--- src/rtl/jtag_bridge_pkg.sv ---
// -----------------------------------------------------------------------------
// jtag_bridge_pkg
// Shared definitions for the single-chain JTAG-to-memory bridge:
//   - DR frame command encodings (NOP, SET_ADDR, WRITE, READ)
//   - FSM state encodings
//   - DR frame field offsets
//   - bit positions of the status field in the captured frame
// Optional feature macro used by the bridge: JTAG_TIMEOUT_EN
// -----------------------------------------------------------------------------
package jtag_bridge_pkg;

   // Command field, frame bits [1:0]
   typedef enum logic [1:0] {
      CMD_NOP      = 2'b00,
      CMD_SET_ADDR = 2'b01,
      CMD_WRITE    = 2'b10,
      CMD_READ     = 2'b11
   } cmd_e;

   // Bridge FSM states
   localparam logic [0:0] ST_IDLE = 1'b0;
   localparam logic [0:0] ST_REQ  = 1'b1;

   // Frame layout, LSB first: CMD then PAYLOAD
   localparam int FRAME_CMD_LSB     = 0;
   localparam int FRAME_CMD_W       = 2;
   localparam int FRAME_PAYLOAD_LSB = 2;

   // Status bits in the captured frame
   localparam int STATUS_BUSY = 0;
   localparam int STATUS_ERR  = 1;

endpackage : jtag_bridge_pkg

--- src/rtl/jtag_dr_shift.sv ---
// -----------------------------------------------------------------------------
// jtag_dr_shift
// Generic JTAG data register: parallel capture, LSB-first serial shift.
// Strobes must already be qualified with the chain's select.
// Ports:
//   clk       in   TCK
//   rst       in   synchronous active-high reset
//   capture   in   load cap_data into the register
//   shift     in   shift right, tdi enters at the MSB
//   tdi       in   serial data in
//   cap_data  in   W  parallel capture value
//   dr        out  W  current register contents
//   tdo       out  serial data out (= dr[0])
// -----------------------------------------------------------------------------
module jtag_dr_shift #(
   parameter int W = 34
) (
   input  logic         clk,
   input  logic         rst,
   input  logic         capture,
   input  logic         shift,
   input  logic         tdi,
   input  logic [W-1:0] cap_data,
   output logic [W-1:0] dr,
   output logic         tdo
);

   logic [W-1:0] dr_r;

   // Capture has priority; TAP strobes are mutually exclusive in practice.
   always_ff @(posedge clk) begin
      if (rst) begin
         dr_r <= '0;
      end else if (capture) begin
         dr_r <= cap_data;
      end else if (shift) begin
         dr_r <= {tdi, dr_r[W-1:1]};
      end else begin
         dr_r <= dr_r;
      end
   end

   assign dr  = dr_r;
   assign tdo = dr_r[0];

endmodule : jtag_dr_shift

--- src/rtl/jtag_mem_bridge.sv ---
// -----------------------------------------------------------------------------
// jtag_mem_bridge
// JTAG-to-memory bridge on a single BSCANE2 USER chain, TCK domain only.
// One DATA_W+2 bit DR frame carries {PAYLOAD, CMD}. Accesses use a REQ/ACK
// handshake with address post-increment; a second command arriving while an
// access is outstanding is dropped and flagged in a sticky overrun bit.
// Optional feature: define JTAG_TIMEOUT_EN to abort an access after
// TIMEOUT_CYC cycles without MEM_ACK and flag a sticky error.
// Ports:
//   TCK                      in   test clock, all state on rising edge
//   RESET                    in   synchronous active-high reset
//   SEL                      in   USER instruction selects this chain
//   CAPTURE/SHIFT/UPDATE     in   TAP state strobes
//   TDI / TDO                in/out serial data
//   MEM_REQ                  out  access request, held until MEM_ACK
//   MEM_WE                   out  1 = write, 0 = read
//   ADDR                     out  ADDR_W access address
//   TO_MEM                   out  DATA_W write data
//   FROM_MEM                 in   DATA_W read data, taken with MEM_ACK
//   MEM_ACK                  in   access complete
//   BUSY                     out  access outstanding
// -----------------------------------------------------------------------------
module jtag_mem_bridge
   import jtag_bridge_pkg::*;
#(
   parameter int DATA_W      = 32,
   parameter int ADDR_W      = 32,
   parameter int ADDR_STEP   = DATA_W / 8,
   parameter int TIMEOUT_CYC = 1024
) (
   input  logic              TCK,
   input  logic              RESET,
   input  logic              SEL,
   input  logic              CAPTURE,
   input  logic              SHIFT,
   input  logic              UPDATE,
   input  logic              TDI,
   output logic              TDO,
   output logic              MEM_REQ,
   output logic              MEM_WE,
   output logic [ADDR_W-1:0] ADDR,
   output logic [DATA_W-1:0] TO_MEM,
   input  logic [DATA_W-1:0] FROM_MEM,
   input  logic              MEM_ACK,
   output logic              BUSY
);

   localparam int FRAME_W = DATA_W + 2;

   logic               capture_s;
   logic               shift_s;
   logic               update_s;
   logic [FRAME_W-1:0] dr_s;
   logic [FRAME_W-1:0] cap_data_s;
   logic [1:0]         cmd_s;
   logic [DATA_W-1:0]  payload_s;
   logic               nop_clr_s;
   logic               err_s;
   logic               err_set_s;

   logic [0:0]         state_r,   state_n;
   logic               mem_req_r, mem_req_n;
   logic               mem_we_r,  mem_we_n;
   logic               busy_r,    busy_n;
   logic               ovr_r,     ovr_n;
   logic [ADDR_W-1:0]  addr_r,    addr_n;
   logic [DATA_W-1:0]  to_mem_r,  to_mem_n;
   logic [DATA_W-1:0]  rdata_r,   rdata_n;

   assign capture_s = CAPTURE & SEL;
   assign shift_s   = SHIFT & SEL;
   assign update_s  = UPDATE & SEL;

   assign cmd_s     = dr_s[FRAME_CMD_LSB +: FRAME_CMD_W];
   assign payload_s = dr_s[FRAME_PAYLOAD_LSB +: DATA_W];
   assign nop_clr_s = update_s & (cmd_s == CMD_NOP) & payload_s[0];

   // Status sits in the low bits so a host sees BUSY/ERR first on TDO.
   assign cap_data_s = {rdata_r, (err_s | ovr_r), busy_r};

   jtag_dr_shift #(
      .W (FRAME_W)
   ) u_dr (
      .clk      (TCK),
      .rst      (RESET),
      .capture  (capture_s),
      .shift    (shift_s),
      .tdi      (TDI),
      .cap_data (cap_data_s),
      .dr       (dr_s),
      .tdo      (TDO)
   );

`ifdef JTAG_TIMEOUT_EN
   localparam int TMO_W = $clog2(TIMEOUT_CYC + 1);

   logic [TMO_W-1:0] tmo_cnt_r;
   logic             tmo_hit_s;
   logic             err_r;

   assign tmo_hit_s = (state_r == ST_REQ) && (tmo_cnt_r == TMO_W'(TIMEOUT_CYC - 1));
   assign err_s     = err_r;

   // Counts REQ cycles without ACK; restarts from zero for every access.
   always_ff @(posedge TCK) begin
      if (RESET) begin
         tmo_cnt_r <= {TMO_W{1'b0}};
      end else if ((state_r == ST_REQ) && !MEM_ACK && !tmo_hit_s) begin
         tmo_cnt_r <= tmo_cnt_r + TMO_W'(1);
      end else begin
         tmo_cnt_r <= {TMO_W{1'b0}};
      end
   end

   // Sticky error: a timeout in the same cycle as a clear still leaves it set.
   always_ff @(posedge TCK) begin
      if (RESET) begin
         err_r <= 1'b0;
      end else if (err_set_s) begin
         err_r <= 1'b1;
      end else if (nop_clr_s) begin
         err_r <= 1'b0;
      end else begin
         err_r <= err_r;
      end
   end
`else
   assign err_s = 1'b0;
`endif

   // Command decode and access FSM next-state logic.
   always_comb begin
      state_n   = state_r;
      mem_we_n  = mem_we_r;
      addr_n    = addr_r;
      to_mem_n  = to_mem_r;
      rdata_n   = rdata_r;
      ovr_n     = ovr_r & ~nop_clr_s;
      err_set_s = 1'b0;

      case (state_r)
         ST_IDLE: begin
            if (update_s) begin
               case (cmd_s)
                  CMD_SET_ADDR: addr_n = payload_s[ADDR_W-1:0];
                  CMD_WRITE: begin
                     to_mem_n = payload_s;
                     mem_we_n = 1'b1;
                     state_n  = ST_REQ;
                  end
                  CMD_READ: begin
                     mem_we_n = 1'b0;
                     state_n  = ST_REQ;
                  end
                  CMD_NOP: state_n = ST_IDLE;
                  default: state_n = ST_IDLE;
               endcase
            end else begin
               state_n = ST_IDLE;
            end
         end
         ST_REQ: begin
            if (MEM_ACK) begin
               state_n = ST_IDLE;
               addr_n  = addr_r + ADDR_W'(ADDR_STEP);
               if (!mem_we_r) begin
                  rdata_n = FROM_MEM;
               end else begin
                  rdata_n = rdata_r;
               end
            end
`ifdef JTAG_TIMEOUT_EN
            else if (tmo_hit_s) begin
               state_n   = ST_IDLE;
               err_set_s = 1'b1;
            end
`endif
            else begin
               state_n = ST_REQ;
            end
            // An UPDATE on the completing edge still sees REQ and is dropped.
            if (update_s && (cmd_s != CMD_NOP)) begin
               ovr_n = 1'b1;
            end else begin
               ovr_n = ovr_r & ~nop_clr_s;
            end
         end
         default: state_n = ST_IDLE;
      endcase

      mem_req_n = (state_n == ST_REQ);
      busy_n    = (state_n == ST_REQ);
   end

   // Bridge state registers.
   always_ff @(posedge TCK) begin
      if (RESET) begin
         state_r   <= ST_IDLE;
         mem_req_r <= 1'b0;
         mem_we_r  <= 1'b0;
         busy_r    <= 1'b0;
         ovr_r     <= 1'b0;
         addr_r    <= {ADDR_W{1'b0}};
         to_mem_r  <= {DATA_W{1'b0}};
         rdata_r   <= {DATA_W{1'b0}};
      end else begin
         state_r   <= state_n;
         mem_req_r <= mem_req_n;
         mem_we_r  <= mem_we_n;
         busy_r    <= busy_n;
         ovr_r     <= ovr_n;
         addr_r    <= addr_n;
         to_mem_r  <= to_mem_n;
         rdata_r   <= rdata_n;
      end
   end

   assign MEM_REQ = mem_req_r;
   assign MEM_WE  = mem_we_r;
   assign BUSY    = busy_r;
   assign ADDR    = addr_r;
   assign TO_MEM  = to_mem_r;

endmodule : jtag_mem_bridge

--- config.mk ---
export PLATFORM = sky130hd
export DESIGN_NAME = jtag_mem_bridge
export DESIGN_NICKNAME = d
export VERILOG_FILES = /design/src/rtl/jtag_bridge_pkg.sv /design/src/rtl/jtag_dr_shift.sv /design/src/rtl/jtag_mem_bridge.sv
export SDC_FILE = /design/constraint.sdc
export NUM_CORES = 1
export LEC_CHECK = 0
export BUFFER_PORTS_ARGS = -buffer_cell sky130_fd_sc_hd__buf_2
export CORE_MARGIN = 4
export CORE_UTILIZATION = 53
export DETAILED_ROUTE_END_ITERATION = 6
export PLACE_DENSITY = 0.76
export SKIP_LAST_GASP = 1
export SYNTH_ARGS = -nofsm -noshare
export SYNTH_HDL_FRONTEND = slang
export SYNTH_HIERARCHICAL = 1
export SYNTH_SLANG_ARGS = --single-unit
--- constraint.sdc ---
create_clock -name TCK -period 3.75 [get_ports TCK]
set_input_delay 0.5625 -clock TCK [delete_from_list [all_inputs] [get_ports TCK]]
set_output_delay 0.5625 -clock TCK [all_outputs]
set_load 0.005 [all_outputs]
==> results of run 1 <==
-- logic make-up after synthesis --
| group | after synthesis |
|---|---|
| flops | 133 |
| mux | 40 |
| simple gates | 303 |
| fa+ha+maj | 1 |
| buf+inv | 65 |
| compound gates | 191 |
-- critical path: cells and delay by family, from the launching register on --
family	cells	cell delay, ns
mux	1	0.25
fa+ha+maj	1	0.31
simple gates	3	1.05
compound gates	1	0.09
flops	1	0.55
-- layout make-up --
class / count / area, sq um
Inverter: 7 / 26.28
Multi-Input combinational cell: 535 / 3194
Sequential cell: 133 / 2663
Fill cell: 973 / 4188
Tap cell: 143 / 178.9
Timing Repair Buffer: 115 / 598.1
Clock inverter: 12 / 131.4
Clock buffer: 18 / 439.2
-- path summary, 6_finish.rpt --
| check | to | depth (start not counted) |
|---|---|---|
| min | rdata_r[23] | 3 |
| max reg2reg | ADDR[28] | 6 |
| min reg2reg | TO_MEM[26] | 2 |
| max | ADDR[28] | 6 |
-- power by group through the flow --
stage | clock network [W] | logic, W | registers [W]
final | 0.00160 | 0.000206 | 0.00149
after floorplan | 0 | 0.000156 | 0.00150
after detailed placement | 0 | 0.000203 | 0.00152
after global routing | 0.00168 | 0.000226 | 0.00149
after CTS | 0.00162 | 0.000205 | 0.00149
after global placement | 0 | 0.000199 | 0.00152
-- sequential cells by signal (all words and copies together) (netlist names) --
name,count
ovr_r,1
BUSY,1
ADDR,32
rdata_r,32
TO_MEM,32
MEM_WE,1
u_dr/dr,34
-- layer usage --
| metal | routed length [um] | vias up | track usage | part of all wire |
|---|---|---|---|---|
| li1 | - | 2729 | - | - |
| met1 | 7335 | 2703 | 0.3356 | 0.45 |
| met2 | 7766 | 170 | 0.3985 | 0.47 |
| met3 | 1066 | 24 | 0.05744 | 0.065 |
| met4 | 251 | 0 | 0.06883 | 0.015 |
| met5 | 0 | - | 0 | 0 |
-- stage by stage --
stage | utilization | instance area, sq um | total power (W) | std cells | setup slack, ns
CTS | 0.6332 | 7231 | 0.003315 | 963 | 1.392
global placement | 0.5833 | 6660 | 0.001715 | 933 | 1.392
floorplan | - | 6175 | 0.001658 | 733 | 1.875
finish | 0.6332 | 7231 | 0.003300 | 963 | 1.353
detailed placement | 0.5833 | 6660 | 0.001722 | 933 | 1.334
global route | 0.6332 | 7231 | 0.003397 | 963 | 1.172
-- Yosys cell counts, types with 11 or more instances --
library cell | instances | area share
a211oi_2 | 30 | 0.061
a21oi_1 | 95 | 0.077
and3_1 | 11 | 0.011
buf_2 | 11 | 0.0089
clkbuf_1 | 37 | 0.022
dfxtp_1 | 133 | 0.43
mux2i_1 | 39 | 0.063
nand2_1 | 161 | 0.098
nor2_1 | 28 | 0.017
nor2b_1 | 42 | 0.043
o21ai_0 | 21 | 0.017
-- layout by cell type, fill, tap and decap left out, drive strengths merged, types with 2 or more instances in the layout --
master | synthesis | routed
mux2i | 39 | 39
dfxtp | 133 | 133
a22oi | 2 | 2
nor3 | 10 | 10
o21ai | 21 | 21
clkbuf | 38 | 18
o221a | 2 | 2
a311oi | 3 | 3
a41oi | 2 | 2
nor2b | 42 | 42
buf | 20 | 115
a21oi | 95 | 95
a31oi | 7 | 7
nand2b | 4 | 4
nor2 | 29 | 29
and4 | 3 | 3
nand3 | 11 | 11
clkinv | 1 | 5
clkinvlp | 0 | 4
or2 | 2 | 2
a211oi | 38 | 38
nor4b | 2 | 2
a21o | 4 | 4
or3 | 3 | 3
o21a | 2 | 2
o22ai | 4 | 4
nand2 | 161 | 161
o41ai | 2 | 2
and2 | 5 | 5
bufinv | 0 | 2
inv | 6 | 8
and3 | 11 | 11
nor4 | 6 | 6
nand4 | 9 | 9
or4 | 2 | 2
==> run summary, run 1 <==
status = completed
Gate power share = 0.062
HPWL after detailed placement = 11280 um
Worst slew margin = 0.1773
initial cell density of the core = 0.5408
Hold Slack = 0.3819 ns
synthesized flop and latch total = 133
highest-delay cell along the critical path = dfxtp_1
Port Buffer Count = 107
Clock Path Buffers = 2
final setup fails = 0
GPL Wtd Cong = 0.8832
Compound-Gate Fraction of Synth Area = 0.2126
die width = 115.9 um
Pre-antenna DRT Iters = 5
# IOs = 108
Adder-Cell Fraction of Synth Area = 0.002026
ys async rst share = 0
Final Hold Viols = 0
post-synthesis mux area share = 0.06505
cell chain of the critical path = ha_1 -> and4_1 -> nand3_1 -> nor4b_1 -> mux2i_1 -> o22ai_1
Fmax = 0.4172 GHz
vias = 5626
post-CTS setup buffer count = 0
H-tree Lvls = 4
max-cap violations = 0
hold buffers post-CTS = 0
synthesis-to-layout area growth = 17.10%
register area share after synthesis = 0.4312
clock sinks = 133
final net count = 850
Post-Synth Simple-Gate Area = 0.2357
Worst VDD drop = 0.2737 mV
Period minus WS final = 2.397 ns
HP Start = FROM_MEM[23]
Reg power frac = 0.452
largest fanout on the critical path = 9
PostCTS Resize Cnt = 0
vias in the first global route = 5288
clock latency at the later pin of the worst-skew pair = 0.41 ns
Worst-Margin Slew = 1.234 ns
Critical Path RT = 4.00 ns
ANT nets after route = 0
site row count = 39
Post-Syn Instances = 733
clock network power share = 0.486
Cell Area, Synth = 6175 sq um
PD cells = 456.4 nW/um^2
final setup TNS = 0 ns
Global Route Usage Sum = 0.2477
GRT overflow = 0
slowest stage delay, CP = 0.55 ns
cts bufs inserted = 17
combinational family with the most area after synthesis = simple AND/OR/NAND/NOR gates
CTS tree = yes
RSZ-0062 raised after global routing = no
DR iter-0 viols = 442
hold crit path type = primary input to register
critical path class = register to register
first-pass GRT wire length = 26360 um
Post-synth EDFFs = 0
number of diodes = 0
die area = 13440 sq um
Placeable Area = 11420 sq um
WL final = 16420 um
Mean Syn Cell Area = 8.424 sq um
Internal = 0.002522 W
Arrival @ worst endpoint = 2.65 ns
Die Y = 115.9 um
Reg2Reg Setup Slack = 1.35 ns
clock skew = 0.006452 ns
CTS clock-pin slew for the worst setup and hold paths = 0.06 ns
leakage = 2.754 nW
Worst setup EP type = register
Ys Warns = 6
XOR/XNOR share of the synthesized area = 0
fin. max-slew vios = 0
synthesized net count = 774
sw frac = 0.2356
pin count of the biggest net entering global routing = 101
ys flop type = dfxtp_1
initial antenna violation count = 0
Yosys cell types = 60
root buffer cell = clkbuf_16
final worst path period share = 0.6391
routed len/inst = 17.05 um
layout cell share with drive strength beyond 1 = 0.2366
nature of the critical path startpoint = register
DRC viols = 0
Worst R2R Start = ADDR[2]
Crit. Startpoint = ADDR[2]
vias per cell = 5.842
Switch Pwr = 0.0007775 W
No activity file was read; power rests on OpenSTA's default activity.
==> run 2: changes to the inputs <==
--- a/config.mk
+++ b/config.mk
@@ -5,9 +5,10 @@
 export SDC_FILE = /design/constraint.sdc
 export NUM_CORES = 1
 export LEC_CHECK = 0
+export ABC_AREA = 1
 export BUFFER_PORTS_ARGS = -buffer_cell sky130_fd_sc_hd__buf_2
 export CORE_MARGIN = 4
-export CORE_UTILIZATION = 53
+export CORE_UTILIZATION = 51
 export DETAILED_ROUTE_END_ITERATION = 6
 export PLACE_DENSITY = 0.76
 export SKIP_LAST_GASP = 1
==> constraint.sdc (replaced) <==
create_clock -name TCK -period 2.15 [get_ports TCK]
set_input_delay 0.3225 -clock TCK [delete_from_list [all_inputs] [get_ports TCK]]
set_output_delay 0.3225 -clock TCK [all_outputs]
set_load 0.005 [all_outputs]
==> run summary, run 2 <==
initial antenna violation count = 0
root buffer cell = clkbuf_16
site row count = 41
cell chain of the critical path = buf_4 -> buf_2
DR iter-0 viols = 583
number of diodes = 0
hold buffers post-CTS = 0
Port Buffer Count = 107
final setup fails = 0
pin count of the biggest net entering global routing = 60
Worst setup EP type = output pin
Pre-antenna DRT Iters = 5
leakage = 3.232 nW
Post-Layout Inst Area = 7589 sq um
most frequent cells in the layout = 313 x nand2_1, 158 x nor2_1, 133 x dfxtp_1, 107 x buf_2, 88 x o21ai_0
vias in the first global route = 5904
max-cap violations = 0
HPWL after detailed placement = 11900 um
Clock Path Buffers = 2
RSZ-0062 raised after global routing = no
hold crit path type = primary input to register
CTS tree = yes
ys async rst share = 0
PD cells = 749.9 nW/um^2
clock latency at the later pin of the worst-skew pair = 0.42 ns
Placeable Area = 12570 sq um
GPL Wtd Cong = 0.8646
status = completed
fin. max-slew vios = 0
vias per cell = 5.143
Cell Area, Synth = 6521 sq um
synthesized net count = 1025
Arrival @ worst endpoint = 1.42 ns
utilization after layout = 0.6038
layout cell share with drive strength beyond 1 = 0.1826
Worst VDD drop = 0.5629 mV
final setup margin = 0.4106 ns
Period minus WS final = 1.739 ns
max FFs per register = 34
Worst R2R Start = ADDR[3]
nature of the critical path startpoint = register
Die Y = 121.1 um
H-tree Lvls = 4
Hold EP = rdata_r[21]
die width = 121.1 um
critical path class = register to output pin
synthesis-to-layout area growth = 16.37%
Post-synth EDFFs = 0
clock sinks = 133
Worst-Margin Slew = 1.037 ns
synthesized flop and latch total = 133
initial cell density of the core = 0.5189
ys flop type = dfxtp_1
first-pass GRT wire length = 28960 um
ANT nets after route = 0
hold path depth = 3
final setup TNS = 0 ns
PostCTS Resize Cnt = 0
cts bufs inserted = 17
Mean Syn Cell Area = 6.627 sq um
post-CTS setup buffer count = 0
clock skew = 0.008371 ns
most common cell in the netlist = nand2_1
die area = 14660 sq um
Ys Warns = 6
Critical R2R Capture = ADDR[28]
most common cell after layout, fill and taps aside = nand2_1
largest fanout on the critical path = 26
final worst path period share = 0.8090
top cell type by total area after synthesis = dfxtp_1
Fmax = 0.5749 GHz
WL final = 17240 um
vias = 6434
Global Route Usage Sum = 0.2437
HP Start = FROM_MEM[21]
# IOs = 108
Final Hold Viols = 0
GRT overflow = 0
Yosys cell types = 30
Reg2Reg Setup Slack = 0.42 ns
CTS clock-pin slew for the worst setup and hold paths = 0.05 ns
register area share after synthesis = 0.4083
highest-delay cell along the critical path = dfxtp_1
most frequent cells after synthesis = 313 x nand2_1, 158 x nor2_1, 133 x dfxtp_1
area fraction of the dominant cell type after synthesis = 0.4083
pre-CTS setup slack = 0.4426 ns
Worst slew margin = 0.3082
DRC viols = 0
routed len/inst = 13.78 um
Post-Syn Instances = 984
synth top area cells = dfxtp_1 41%, nand2_1 18%, nor2_1 9.1%, o21ai_0 6.8%, inv_1 4.6%
fillcell total = 1194
slowest stage delay, CP = 0.46 ns
Reg2Reg Depth = 10
Critical Path RT = 1.83 ns
final net count = 1110
Placement Cell Area = 7046 sq um
Hold Slack = 0.1250 ns
-- run 2: through the flow --
step | instances | power [W]
after floorplan | 984 | 0.002910
after global placement | 1222 | 0.003027
after detailed placement | 1222 | 0.003030
after CTS | 1251 | 0.005717
after global routing | 1251 | 0.005888
final | 1251 | 0.005690
-- run 2: worst max path at each step --
stage,start,end,cells past startpoint
2_1_floorplan,ADDR[3],ADDR[20],10
3_3_place_gp,SEL,ADDR[10],9
3_5_place_dp,SEL,ADDR[9],9
4_1_cts,BUSY,MEM_REQ,2
5_1_grt,ADDR[3],ADDR[28],10
6_report,BUSY,MEM_REQ,2
-- run 2: logic make-up after synthesis --
family	synth area share
compound gates	0.1579
buf+inv	0.09881
flops	0.4083
fa+ha+maj	0.001918
simple gates	0.3290
xor+xnor	0.004030
-- run 2: cell type report --
class | count | area [sq um] | area share
Clock buffer | 25 | 495.5 | 0.06529
Clock inverter | 4 | 47.55 | 0.006265
Inverter | 82 | 307.8 | 0.04056
Multi-Input combinational cell | 715 | 3214 | 0.4236
Sequential cell | 133 | 2663 | 0.3509
Tap cell | 172 | 215.2 | 0.02836
Timing Repair Buffer | 120 | 645.6 | 0.08508
-- run 2: where the power goes --
group,internal [W],switching (W),leakage (nW)
Clock,0.00169,0.00102,0.265
Sequential,0.00254,0.0000617,1.08
Combinational,0.000140,0.000247,1.89
-- run 2: critical path, delay by kind of cell, from the launching register on --
family   cells  cell delay (ns)
buf+inv      2             0.54
flops        1             0.46
-- run 2: per-layer routing --
metal | up-vias | wire length, um | track usage | share of wire
met5 | - | 0 | 0 | 0
met4 | 0 | 219 | 0.05878 | 0.013
met2 | 228 | 7710 | 0.3765 | 0.45
met3 | 20 | 1249 | 0.06387 | 0.072
met1 | 2933 | 8056 | 0.3409 | 0.47
li1 | 3253 | - | - | -
